[config.mk]
export PLATFORM = sky130hd
export DESIGN_NAME = vend_sequencer
export DESIGN_NICKNAME = d
export VERILOG_FILES = /design/src/rtl/vend_sequencer.sv
export SDC_FILE = /design/constraint.sdc
export NUM_CORES = 1
export LEC_CHECK = 0
export ABC_CLOCK_PERIOD_IN_PS = 1900
export BUFFER_PORTS_ARGS = -buffer_cell sky130_fd_sc_hd__buf_2
export CORE_ASPECT_RATIO = 1.75
export CORE_MARGIN = 1
export CORE_UTILIZATION = 40
export DETAILED_ROUTE_END_ITERATION = 7
export PLACE_DENSITY = 0.65
export SLEW_MARGIN = 40
export SYNTH_ARGS = -nofsm -noshare
export SYNTH_HDL_FRONTEND = slang
export SYNTH_SLANG_ARGS = --single-unit
export TNS_END_PERCENT = 30
[constraint.sdc]
create_clock -name clk -period 1.9 [get_ports clk]
set_input_delay 0.19 -clock clk [delete_from_list [all_inputs] [get_ports clk]]
set_output_delay 0.19 -clock clk [all_outputs]
set_load 0.005 [all_outputs]
[src/rtl/vend_sequencer.sv]
// -----------------------------------------------------------------------------
// vend_sequencer
//   Vending-machine control sequencer. Accepts 1- and 2-unit coins into a
//   credit register, sells one of five fixed-price drinks, hands the drink
//   code to a dispenser through a req/rdy handshake and then pays out change
//   one unit at a time. Credit left idle for TIMEOUT cycles is refunded.
//
// Parameters
//   TIMEOUT       idle cycles spent in CREDIT before automatic refund (2..255)
//
// Ports
//   clk           rising-edge clock
//   reset         synchronous active-high reset
//   M1, M2        coin pulses worth 1 and 2 units (both high = 3 units)
//   sel           drink selection: 0 none, 1..5 valid, 6..7 invalid
//   dispense_rdy  dispenser accepts the pending request this cycle
//   change_ack    one 1-unit coin ejected this cycle
//   dispense_req  dispense request, held until accepted
//   bebida        drink code being dispensed, 0 when none
//   change_req    change ejection requested
//   credit        current credit in units
//   change        change still owed in units
//   to            one-cycle pulse when credit is refunded on timeout
//   coin_rej      one-cycle pulse when a coin is rejected
//   state         FSM state code (0 IDLE, 1 CREDIT, 2 DISPENSE, 3 CHANGE)
//
// Every output is a register, so each input event shows up exactly one
// cycle later.
// -----------------------------------------------------------------------------
module vend_sequencer #(
    parameter int unsigned TIMEOUT = 50
) (
    input  logic       clk,
    input  logic       reset,
    input  logic       M1,
    input  logic       M2,
    input  logic [2:0] sel,
    input  logic       dispense_rdy,
    input  logic       change_ack,
    output logic       dispense_req,
    output logic [2:0] bebida,
    output logic       change_req,
    output logic [3:0] credit,
    output logic [3:0] change,
    output logic       to,
    output logic       coin_rej,
    output logic [1:0] state
);

    typedef enum logic [1:0] {
        S_IDLE     = 2'd0,
        S_CREDIT   = 2'd1,
        S_DISPENSE = 2'd2,
        S_CHANGE   = 2'd3
    } state_t;

    // Counter value of the last idle cycle before the refund fires.
    localparam logic [7:0] IDLE_LAST = 8'(TIMEOUT - 1);

    state_t     cur_q, nxt;
    logic [7:0] idle_q, idle_d;

    logic [3:0] credit_d, change_d;
    logic [2:0] bebida_d;
    logic       dreq_d, creq_d, to_d, rej_d;

    logic [1:0] coin_val;
    logic [4:0] coin_sum;
    logic [3:0] price;
    logic       affordable;
    logic       coin_fits;

    // Price table; 0 marks "no drink" so invalid codes can never be afforded.
    function automatic logic [3:0] price_of(input logic [2:0] s);
        case (s)
            3'd1:    price_of = 4'd3;
            3'd2:    price_of = 4'd4;
            3'd3:    price_of = 4'd5;
            3'd4:    price_of = 4'd6;
            3'd5:    price_of = 4'd8;
            default: price_of = 4'd0;
        endcase
    endfunction

    // Credit register is 4 bits: a coin is only taken if the total stays <= 15.
    function automatic logic fits_credit(input logic [4:0] total);
        fits_credit = (total <= 5'd15);
    endfunction

    assign coin_val   = {M2, 1'b0} + {1'b0, M1};
    assign coin_sum   = {1'b0, credit} + {3'b000, coin_val};
    assign coin_fits  = fits_credit(coin_sum);
    assign price      = price_of(sel);
    assign affordable = (price != 4'd0) && (credit >= price);

    always_comb begin
        nxt      = cur_q;
        idle_d   = idle_q;
        credit_d = credit;
        change_d = change;
        bebida_d = bebida;
        dreq_d   = dispense_req;
        creq_d   = change_req;
        to_d     = 1'b0;
        rej_d    = 1'b0;

        case (cur_q)
            S_IDLE: begin
                if (coin_val != 2'd0) begin
                    credit_d = {2'b00, coin_val};
                    idle_d   = 8'd0;
                    nxt      = S_CREDIT;
                end
            end

            S_CREDIT: begin
                if (affordable) begin
                    // A purchase beats a coin arriving in the same cycle.
                    bebida_d = sel;
                    change_d = credit - price;
                    credit_d = 4'd0;
                    dreq_d   = 1'b1;
                    idle_d   = 8'd0;
                    rej_d    = (coin_val != 2'd0);
                    nxt      = S_DISPENSE;
                end else if ((coin_val != 2'd0) && coin_fits) begin
                    credit_d = coin_sum[3:0];
                    idle_d   = 8'd0;
                end else begin
                    // A rejected coin does not count as activity.
                    rej_d = (coin_val != 2'd0);
                    if (idle_q == IDLE_LAST) begin
                        change_d = credit;
                        credit_d = 4'd0;
                        to_d     = 1'b1;
                        creq_d   = 1'b1;
                        idle_d   = 8'd0;
                        nxt      = S_CHANGE;
                    end else begin
                        idle_d = idle_q + 8'd1;
                    end
                end
            end

            S_DISPENSE: begin
                rej_d = (coin_val != 2'd0);
                if (dispense_rdy) begin
                    dreq_d   = 1'b0;
                    bebida_d = 3'd0;
                    if (change != 4'd0) begin
                        creq_d = 1'b1;
                        nxt    = S_CHANGE;
                    end else begin
                        nxt = S_IDLE;
                    end
                end
            end

            S_CHANGE: begin
                rej_d = (coin_val != 2'd0);
                if (change == 4'd0) begin
                    creq_d = 1'b0;
                    nxt    = S_IDLE;
                end else if (change_ack) begin
                    change_d = change - 4'd1;
                    if (change == 4'd1) begin
                        creq_d = 1'b0;
                        nxt    = S_IDLE;
                    end
                end
            end

            default: nxt = S_IDLE;
        endcase
    end

    always_ff @(posedge clk) begin
        if (reset) begin
            cur_q        <= S_IDLE;
            idle_q       <= 8'd0;
            credit       <= 4'd0;
            change       <= 4'd0;
            bebida       <= 3'd0;
            dispense_req <= 1'b0;
            change_req   <= 1'b0;
            to           <= 1'b0;
            coin_rej     <= 1'b0;
        end else begin
            cur_q        <= nxt;
            idle_q       <= idle_d;
            credit       <= credit_d;
            change       <= change_d;
            bebida       <= bebida_d;
            dispense_req <= dreq_d;
            change_req   <= creq_d;
            to           <= to_d;
            coin_rej     <= rej_d;
        end
    end

    assign state = cur_q;

endmodule

==> results of run 1 <==
[registers in the layout, summed over array words and instances (netlist names)]
| signal | count |
|---|---|
| idle_q | 8 |
| state | 2 |
| change_req | 1 |
| credit | 4 |
| dispense_req | 1 |
| to | 1 |
| bebida | 3 |
| coin_rej | 1 |
| change | 4 |
[logic make-up after synthesis]
family                     synth area share
and+or+nand+nor                       0.264
AOI/OAI and AO/OA                     0.255
DFF                                   0.289
buffers and inverters                0.0586
adders and majority gates            0.0954
xor gates and xnor gates             0.0202
muxes                                0.0174
[cell usage in the layout, fill, tap and decap left out, types with 2 or more instances in the layout]
cell and count:
o21a_1 2, a21o_1 6, buf_6 2, a21oi_1 13
fa_2 2, a22oi_1 2, and3_1 5, nand2_1 19
nand2_4 2, nor3_1 6, o21ai_0 9, xor2_1 3
o21ai_1 7, nand3_4 2, nand2b_1 8, buf_2 25
nor3b_1 3, buf_4 32, clkbuf_8 3, nor4_1 2
a31oi_1 6, nor2b_1 4, nand3_1 9, mux2i_1 3
o21ai_2 3, inv_1 9, a211oi_1 5, dfxtp_1 23
ha_1 9, nor2b_4 2, nor2_1 13
[where the power goes]
| group | total, mW | switching, mW | internal, mW | leakage [nW] |
|---|---|---|---|---|
| combinational | 0.660 | 0.344 | 0.316 | 0.824 |
| sequential | 0.614 | 0.0482 | 0.566 | 0.204 |
| clock | 0.339 | 0.189 | 0.149 | 0.0217 |
[layer usage]
metal,track usage,part of all wire,vias up
met4,0.101,0.036,0
met5,0,0,-
met2,0.364,0.53,28
met1,0.226,0.41,829
met3,0.0170,0.021,12
li1,-,-,894
[final timing paths]
kind	to	slack (ns)	startpoint
setup / recovery	change[2]	-0.11	credit[0]
hold / removal	idle_q[0]	0.32	reset
setup reg to reg	change[2]	-0.11	credit[0]
hold reg to reg	change_req	0.47	change_req
[cell type report]
class / instances / area [sq um]
Sequential cell: 25 / 505
Clock inverter: 1 / 7.51
Clock buffer: 3 / 41.3
Timing Repair Buffer: 59 / 388
Multi-Input combinational cell: 173 / 1260
Tap cell: 49 / 61.3
Fill cell: 394 / 1850
Inverter: 10 / 37.5
[stage by stage]
stage,hold WS [ns],setup WS [ns],TNS [ns],instance area [sq um],util
floorplan,0.370,-0.00502,-0.0115,1780,-
global placement,0.444,-0.189,-2.45,2120,0.511
detailed placement,0.453,-0.230,-3.29,2120,0.511
CTS,0.313,-0.123,-1.22,2230,0.538
global route,0.341,-0.208,-2.54,2300,0.555
finish,0.319,-0.107,-0.897,2300,0.555
[worst register-to-register path: stages (launching register included)]
cell	delay, ns
dfxtp_4	0.37
inv_2	0.04
ha_4	0.15
fa_2	0.33
a21boi_4	0.15
o21ai_4	0.21
nand2_2	0.14
buf_4	0.18
a41oi_1	0.19
a31oi_1	0.10
[repair_timing]
item,CTS,global route
setup buffers,1,2
cloned,0,1
pin swaps,5,5
setup endpoints to repair,19,24
resized for setup,18,12
==> reports/results.txt, run 1 <==
The time the final worst path needs with I/O delays and setup is 2.01 ns, and the number of global-route vias before repair is 1623. Counting instances, the worst hold path has a depth of 2. Maximum clock insertion buffer count: 2. The wire length of the first global-routing pass came out at 7070 um. The top cell type's share of synthesized area was 0.289; the aggregate global routing overflow was 0. The tightest min-delay check is of the in -> reg type.

Of all nets on the critical path, the largest fanout is 5. Yosys printed 0 warnings. The number of synthesized flops with an enable pin came out at 0. Total core area: 4150 sq um.

The run gives 0 as the number of design rule violations left after detail routing. The routed length per instance came out at 13.9 um. The most common cell in the synthesized netlist was dfxtp_1.

Setup repair after global routing could not meet its margin everywhere. The number of pins with negative max-slew slack in the final report came out at 0. From synthesis to final layout, the design area changed by 33.0%. The data arrival time at the worst-slack endpoint was 2.16 ns; the total instance count after detailed placement was 312. The critical path contains buffers and inverters numbering 2 combined. Detailed routing inserted a total of 1763 vias. For the worst flop-to-flop path, the logic depth is 9. After clock tree synthesis, the flow added hold-fix buffers numbering 0. The part of the cycle the worst path needs is 1.06. The floorplan has 31 rows. Starting density of the core: 0.417. The post-layout worst setup margin is -0.107 ns. The number of nets handed over by synthesis was 239.

Antenna diode instance count: 0. The chip height came out at 89.0 um. TritonCTS built the clock tree. The run finished, with violations left. After technology mapping, the gate count stands at 218.

Detailed placement ended at an HPWL of 3280 um. The tool flagged a number of max-cap violations equal to 0. Cell with the biggest individual delay on the critical path: dfxtp_4. After the first detailed-routing iteration, the DRC count stood at 21. The depth of the CTS H-tree is 1, and the width of the chip is 51.7 um. The run gives 0.00871 ns as the worst-case clock skew.

At the end of routability-driven placement, the weighted congestion stood at 0.811. For the initial antenna violation count, the log shows 0. The total power after layout was 1.61 mW; the wire length after detailed routing was 4440 um. The die covers 4600 sq um. The number of routed nets with antenna violations was 0; the clock sink count was 25. The largest area contributor in the synthesized netlist is dfxtp_1. The filler-free cell count of the finished design is 320. In this run the count of I/O pins placed on the die edge is 26.

The count of TritonRoute iterations in the first routing pass was 4. Type of element launching the critical path: a register. Setup violations remaining at the end of the flow were counted as 15. In this design, the stage delay of the slowest critical-path cell is 0.37 ns. For the pin with the worst max-slew slack, the measured transition is 0.496 ns.

Counting distinct cell types in the post-synthesis netlist gives 49. For the worst setup path, the data required time is 2.05 ns. For the maximum clock frequency, the log shows 0.498 GHz. The proportion of layout cells with a drive suffix above 1 works out to 0.339. The proportion of register bits with asynchronous set or reset after synthesis came out at 0. STA classifies the critical path endpoint as a register.

Ratio of routed vias to standard cells: 5.51. CTS placed an instance of clkbuf_8 at the clock tree root. The area of the mapped netlist is 1730 sq um, and the maximum VDD drop is 0.000445 V. The number of port buffers works out to 25. Each instance of the synthesized netlist takes up on average 7.94 sq um. The family of cells with the greatest summed delay on the critical path was compound AO/OA/AOI/OAI gates. The CTS buffer count was 3; the headroom to the max-slew limit was 0.669. The tools report the static leakage power as 1.05 nW.

The tools report the share of the yosys chip area belonging to registers as 0.289. For this design the ratio of total power to cell area is 700 nW/um^2. The later pin in the worst-skew pair is clocked with a latency of 0.28 ns. After synthesis, the cell types taking the most area are dfxtp_1 29%, ha_1 7.2%, o21ai_0 5.5%, nand2_1 4.6%, a21oi_1 4.0%. Clock-pin slew was measured on the worst setup and hold paths at 0.10 ns. The worst setup path is of the reg -> reg kind.

Counting buffers and inverters, the worst setup path is 9 cells deep. For this run, the leading register cell type out of synthesis is dfxtp_1. In the synthesized netlist, the cells that appear most often are 25 x dfxtp_1, 21 x nand2_1, 19 x o21ai_0. The number of hold violations in the final report came out at 0.

Total routing resource utilization after global routing: 0.200. The final reports fail on setup timing. At the end of the flow, the number of nets in the layout was 293.

Walking the worst path, the cells encountered are inv_2 -> ha_4 -> fa_2 -> a21boi_4 -> o21ai_4 -> nand2_2 -> buf_4 -> a41oi_1 -> a31oi_1. The tools report the largest net degree at the start of global routing as 24. Register bit count reported by yosys: 25.
Note: power is estimated with default switching activity, not from simulation.
==> run 2, diff against run 1 <==
--- a/config.mk
+++ b/config.mk
@@ -12,6 +12,7 @@
 export CORE_UTILIZATION = 40
 export DETAILED_ROUTE_END_ITERATION = 7
 export PLACE_DENSITY = 0.65
+export SETUP_SLACK_MARGIN = 0.05
 export SLEW_MARGIN = 40
 export SYNTH_ARGS = -nofsm -noshare
 export SYNTH_HDL_FRONTEND = slang
==> run 2 against run 1 <==
Compared with the run above:
- the run still ends with setup timing left
- flip-flop and latch count did not move
- combinational power fell by 7.1%
- utilization fell by 1.5 points
- largest cell class unchanged
- sequential share of layout area rose by 0.51 points
- die area did not move
- first-iteration DRC count rose by 38%
- register-to-register slack barely moved
- cell count fell by 1.3%
==> reports/results.txt, run 2 (synthesis gave the netlist of run 1 again) <==
The flow ran to the end, but the final reports show violations. The final reports fail on setup timing. Number of flip-flops under the largest register name: 8. In this run the worst path has a maximum fanout of 12.

The logs give 0 for the count of maximum capacitance violations and 391 for the number of filler cells placed in the layout. In this run the vertical extent of the chip is 89.0 um. Subtracting the final worst setup slack from the clock period gives 2.01 ns. TritonCTS built the clock tree.

The logs give 0 for the number of design rule violations left after detail routing and 31 for the total number of placement rows. The library cell used most frequently in the layout, excluding fill and tap cells, is buf_4. Total power for the finished layout comes to 1.56 mW. The part of the cycle the worst path needs came out at 1.06.

The tools report the antenna diode instance count as 0. For the total routing resource utilization after global routing, the log shows 0.207. The number of ports placed on the die boundary is 26, and the multi-input logic area is 1230 sq um.

STA classifies the critical path endpoint as a register. Detailed routing inserted a total of 1738 vias. Width of the chip: 51.7 um. The depth of the CTS H-tree is 1.

The layout overhead on the synthesized area is 29.4%. In this run the deepest clock path goes through 2 buffers. The first TritonRoute pass finished after 4 iterations.

The post-layout worst setup margin was -0.115 ns; the starting density of the core was 0.417. Across all hold checks on the routed design, the worst slack comes to 0.318 ns. Headroom to the max-slew limit: 0.720.

The maximum clock frequency came out at 0.496 GHz. The worst setup path is launched from a register. Input and output buffers added on the ports amount to 25. The later pin in the worst-skew pair is clocked with a latency of 0.27 ns.

VDD sags by at most 0.000429 V. Setup repair after global routing could not meet its margin everywhere. The logs give 25 for the clock sink count and 0 for the initial antenna violation count. Entering global routing, the biggest net connects 24 pins. The ratio of routed vias to standard cells works out to 5.50. idle_q holds more flip-flops than any other register. The HPWL after detailed placement is 3300 um.

At the pin with the least slew margin, the transition time is 0.419 ns. Registers take 503 sq um. The cell chosen for the clock root is clkbuf_8.

Dividing total power by cell area gives a power density of 695 nW/um^2. The run gives 0 as the number of pins with negative max-slew slack in the final report. Global routing finished with a remaining overflow of 0. The largest registers in the layout are idle_q: 8 flops, change: 4 flops, credit: 4 flops. The routed length per instance was 13.7 um; the number of DRC markers after the initial detailed-route iteration was 29. Buffers inserted during clock tree synthesis total 3. The kind of critical path is reg -> reg. Routability-driven placement finished with a final weighted congestion of 0.823. The class of the most critical hold timing path was in -> reg. The clock-pin slew on the worst setup and hold paths came out at 0.10 ns.

The count of nets left with antenna violations once routing finished came out at 0. The static leakage power is 1.03 nW, and the total negative slack for setup checks is -1.12 ns. The total core area is 4150 sq um.

For the worst setup path, the data arrival time is 2.20 ns. The worst-case clock skew was 0.00656 ns; the number of hold violations in the final report was 0. Proportion of layout cells with a drive suffix above 1: 0.326. The full die area is 4600 sq um, and the required arrival time at the worst endpoint is 2.09 ns.

Wires add up to 4340 um. The net total in the final layout is 289, and the wire length of the first global-routing pass is 7300 um. For the number of global-route vias before repair, the log shows 1674. Leaving out fill and tap cells, the most frequent cells in the layout are 31 x buf_4, 25 x buf_2, 23 x dfxtp_1, 19 x nand2_1. Setup violations remaining at the end of the flow were counted as 19.
[run 2: cell type report]
cell class | instances | share of cell area
clock buffer | 3 | 0.0184
clock inverter | 1 | 0.00335
inverter | 10 | 0.0168
multi-input combinational | 172 | 0.549
sequential | 25 | 0.225
tap | 49 | 0.0274
timing repair buffer | 56 | 0.160
[run 2: where the power goes]
part | internal [mW] | switching, mW | leakage, nW
clock network | 0.149 | 0.183 | 0.0217
registers | 0.565 | 0.0463 | 0.204
logic | 0.286 | 0.327 | 0.800
total | 1.00 | 0.557 | 1.03
[run 2: path summary, 6_finish.rpt]
| kind | end | start | slack [ns] | cells after the start |
|---|---|---|---|---|
| worst max register to register | credit[0] | credit[0] | -0.11 | 9 |
| worst max-delay path | credit[0] | credit[0] | -0.11 | 9 |
| worst min register to register | change_req | change_req | 0.47 | 1 |
| worst min-delay path | idle_q[0] | reset | 0.32 | 2 |
[run 2: metrics by stage]
stage | cells | util | area (sq um) | setup slack (ns)
2_1_floorplan | 218 | - | 1780 | -0.00502
3_3_place_gp | 311 | 0.510 | 2120 | -0.237
3_5_place_dp | 311 | 0.510 | 2120 | -0.256
4_1_cts | 316 | 0.534 | 2220 | -0.109
5_1_grt | 316 | 0.539 | 2240 | -0.214
6_report | 316 | 0.539 | 2240 | -0.115
[run 2: timing repair]
| action | 4_1_cts | 5_1_grt |
|---|---|---|
| resized for setup | 14 | 6 |
| pin swaps | 5 | 1 |
| setup endpoints to repair | 23 | 25 |
| endpoints found under the hold margin | 0 | 0 |
| setup buffers | 1 | 0 |
| hold buffers | 0 | 0 |
[run 2: worst max-delay path: stages (launching register included)]
cell	delay, ns
dfxtp_2	0.37
inv_2	0.05
ha_4	0.16
fa_2	0.35
a21boi_2	0.16
o21ai_2	0.17
nand2_4	0.15
a31oi_4	0.23
nor2_1	0.06
a211oi_1	0.22
[run 2: routing by layer]
layer	track usage	wire (um)
met1	0.238	1830
met2	0.365	2260
met3	0.0187	110
met4	0.120	148
met5	0	0
==> run 3, diff against run 2 <==
--- a/config.mk
+++ b/config.mk
@@ -5,12 +5,14 @@
 export SDC_FILE = /design/constraint.sdc
 export NUM_CORES = 1
 export LEC_CHECK = 0
+export ABC_AREA = 1
 export ABC_CLOCK_PERIOD_IN_PS = 1900
 export BUFFER_PORTS_ARGS = -buffer_cell sky130_fd_sc_hd__buf_2
 export CORE_ASPECT_RATIO = 1.75
 export CORE_MARGIN = 1
 export CORE_UTILIZATION = 40
 export DETAILED_ROUTE_END_ITERATION = 7
+export MAX_ROUTING_LAYER = met4
 export PLACE_DENSITY = 0.65
 export SETUP_SLACK_MARGIN = 0.05
 export SLEW_MARGIN = 40
==> run 3 against run 2 <==
Compared with the run above:
- the flow now finishes without violations
- synthesized cell count grew 24%
- die area grew 0.70%
- cell area shrank 1.1%
- power grew 75%
- sequential share of layout area grew 0.24 points
- synthesized area grew 0.72%
- first-iteration DRC count grew 59%
- wire length grew 2.3%
- count of clock-buffer cells in the layout is the same
- utilization shrank 0.57 points
- critical path type unchanged
==> reports/results.txt, run 3 <==
The cell with the biggest individual delay on the critical path is fa_2. Buffers placed on the I/O ports in this run total 25. The depth of the worst register-to-register path was 12.

TritonCTS built the clock tree. Top flip-flop cell by instance count after synthesis: dfxtp_1. The register bit count reported by yosys is 25, and the average instance area after synthesis is 6.43 sq um.

VDD sags by at most 0.000621 V. The tools report the number of global-route vias before repair as 1647. In the routed layout, each cell is associated on average with a via count of 5.04. The maximum clock frequency is 0.554 GHz. STA classifies the critical path startpoint as a register. Of all nets on the critical path, the largest fanout is 6. Leaving out fill and tap cells, the most frequent cell in the layout is nand2_1.

The run finished with clean final reports. The worst setup path is captured at a register. After layout, the design draws a total of 2.72 mW. The data arrival time at the worst-slack endpoint came out at 1.98 ns.

Post-layout utilization of the core: 0.534. Synthesis produced a netlist with a net count of 292. The number of routed nets with antenna violations was 0. From synthesis to final layout, the design area changed by 27.1%.

The library cells used most frequently in the layout, excluding fill and tap cells, are 73 x nand2_1, 33 x inv_1, 28 x nor2_1, 25 x buf_2, 23 x dfxtp_1. The static leakage power is 1.08 nW, and the number of design rule violations left after detail routing is 0. The number of synthesized flops with an enable pin works out to 0. The headroom to the max-slew limit is 0.665, and the initial antenna violation count is 0. Summing all placed instances gives a cell area of 2040 sq um. Depth of the CTS H-tree: 1. For the pin with the worst max-slew slack, the measured transition is 0.501 ns. The clock sink count was 25. The class of the most critical hold timing path is in -> reg.

The routed length per instance came out at 12.1 um. Setup violations remaining at the end of the flow were counted as 0. The mapped netlist covers 1740 sq um. Largest area contributor in the synthesized netlist: dfxtp_1.

The antenna diode instance count came out at 0. Before antenna repair, the detailed router went through 6 iterations. Entering global routing, the biggest net connects 16 pins. Before CTS, the worst setup slack after placement is -0.257 ns. The CTS buffer count is 3. The floorplan step defined a die boundary enclosing 4640 sq um. Subtracting the final worst setup slack from the clock period gives 1.81 ns. For the worst setup path, the data required time is 2.07 ns. Most common cell in the synthesized netlist: nand2_1.

Dividing total power by cell area gives a power density of 1230 nW/um^2. The clock-pin slew on the worst setup and hold paths is 0.10 ns, and the share of the yosys chip area belonging to registers is 0.287. Number of pins with negative max-slew slack in the final report: 0. Kind of critical path: reg -> reg. The number of hold violations in the final report came out at 0.

The final route contains 1843 vias. Row generation in the floorplan step produced 31 rows. The post-layout worst setup margin is 0.0934 ns. For the starting density of the core, the log shows 0.420. Counting every instance in the synthesized netlist gives 271. Top cell type's share of synthesized area: 0.287.

Ranked by flip-flop count, first place goes to idle_q. Setup repair after global routing could not meet its margin everywhere. Met2 layer usage reported by global route: 0.390.

For this run, the slowest stage of the critical path takes 0.38 ns. Sorting the synthesized cells by area gives the leading types as dfxtp_1 29%, nand2_1 17%, inv_1 7.8%, ha_1 7.2%, nor2_1 6.2%. For the setup slack of the worst register-to-register path, the log shows 0.09 ns. The clock reaches the later pin of the worst-skew pair after 0.27 ns. During synthesis, Yosys emitted a total of 0 warnings. The aggregate global routing overflow was 0; the width of the chip was 51.9 um. The chip height was 89.3 um; the number of buffers inserted by hold repair at cts was 0. The logs give 0.208 for the total routing resource utilization after global routing and 4150 sq um for the total core area. Counting along the longest clock path gives a buffer depth of 2. The proportion of register bits with asynchronous set or reset after synthesis is 0. The run gives 0 as the count of maximum capacitance violations. The congestion estimate from routability-driven global placement came to 0.916. The part of the cycle the worst path needs was 0.951; the post-DP HPWL was 3400 um.

Cell chosen for the clock root: clkbuf_8. The worst-case clock skew was 0.0110 ns. The worst hold path passes through 2 cells. The layer flagged by global routing as most heavily used is met2.

After detailed routing, the total wire length is 4440 um. The met3 track demand over resource was 0.0187. The first routing iteration left 46 violations. The tools report the global-route met1 utilization as 0.206. The critical path goes through ha_1 -> fa_2 -> nand3_2 -> nand2_2 -> nor2_4 -> inv_2 -> nand2_4 -> nand2_8 -> nand2_4 -> nand2_1 -> nand2_1 -> nor2_1. The wire length of the first global-routing pass is 7040 um, and the number of flip-flops under the largest register name is 8. The proportion of layout cells with a drive suffix above 1 was 0.274; the number of ports placed on the die boundary was 26. The post-route cell area is 2210 sq um, and the net total in the final layout is 339. Ranked by instance count, the synthesized netlist is headed by 78 x nand2_1, 36 x inv_1, 29 x nor2_1. In the final layout, the registers with the most flip-flops are idle_q: 8 flops, change: 4 flops, credit: 4 flops. In this run, distinct cell masters in the synthesized netlist total 28.
run 3: cell count changes after synthesis, moves of 6 or more:
| cell | change |
|---|---|
| a21oi_1 | +7 |
| nand2b_1 | -8 |
| nor2_1 | +14 |
| nand3_1 | +8 |
| a21o_1 | -6 |
| inv_1 | +26 |
| and3_1 | -6 |
| nand2_1 | +57 |
run 3: repair_timing:
item	in CTS	in global routing
endpoints found under the hold margin	0	0
pin swaps	1	9
resized for setup	6	24
buffers inserted	1	2
setup endpoints to repair	14	20
run 3: per-stage QoR:
step	setup TNS, ns	hold slack [ns]	cells
6_report	0	0.236	366
2_1_floorplan	0	0.329	271
3_3_place_gp	-2.32	0.437	359
3_5_place_dp	-3.86	0.442	359
4_1_cts	0	0.235	364
5_1_grt	0	0.236	366
run 3: worst paths after layout:
path | endpoint | start
setup reg to reg | change[3] | credit[0]
setup / recovery | change[3] | credit[0]
hold / removal | state[0] | reset
hold reg to reg | change_req | change_req
run 3: power breakdown:
group	internal [mW]	switching, mW	total (mW)
sequential	0.656	0.114	0.770
clock	0.147	0.178	0.324
combinational	0.660	0.968	1.63
total	1.46	1.26	2.72
run 3: critical path: cells and delay by family (launching register included):
kind	cells	cell delay [ns]
flops	1	0.35
fa+ha+maj	2	0.59
simple gates	9	0.70
buf+inv	1	0.06
run 3: per-layer routing:
layer  vias up  part of all wire
li1        956                 -
met4         0             0.032
met2        30              0.57
met1       849              0.37
met3         8             0.024
met5         -                 0
run 3: cells by family after synthesis:
family,share of synthesized area
AND/OR/NAND/NOR,0.352
buffers and inverters,0.0991
AO/OA/AOI/OAI,0.131
flip-flops,0.287
adder cells (fa/ha/maj),0.0948
XOR/XNOR,0.0352
run 3: cell type report:
class	instances	area (sq um)
Clock buffer	3	41.3
Clock inverter	1	5.00
Fill cell	419	1940
Inverter	41	156
Multi-Input combinational cell	202	1160
Sequential cell	25	503
Tap cell	49	61.3
Timing Repair Buffer	45	287
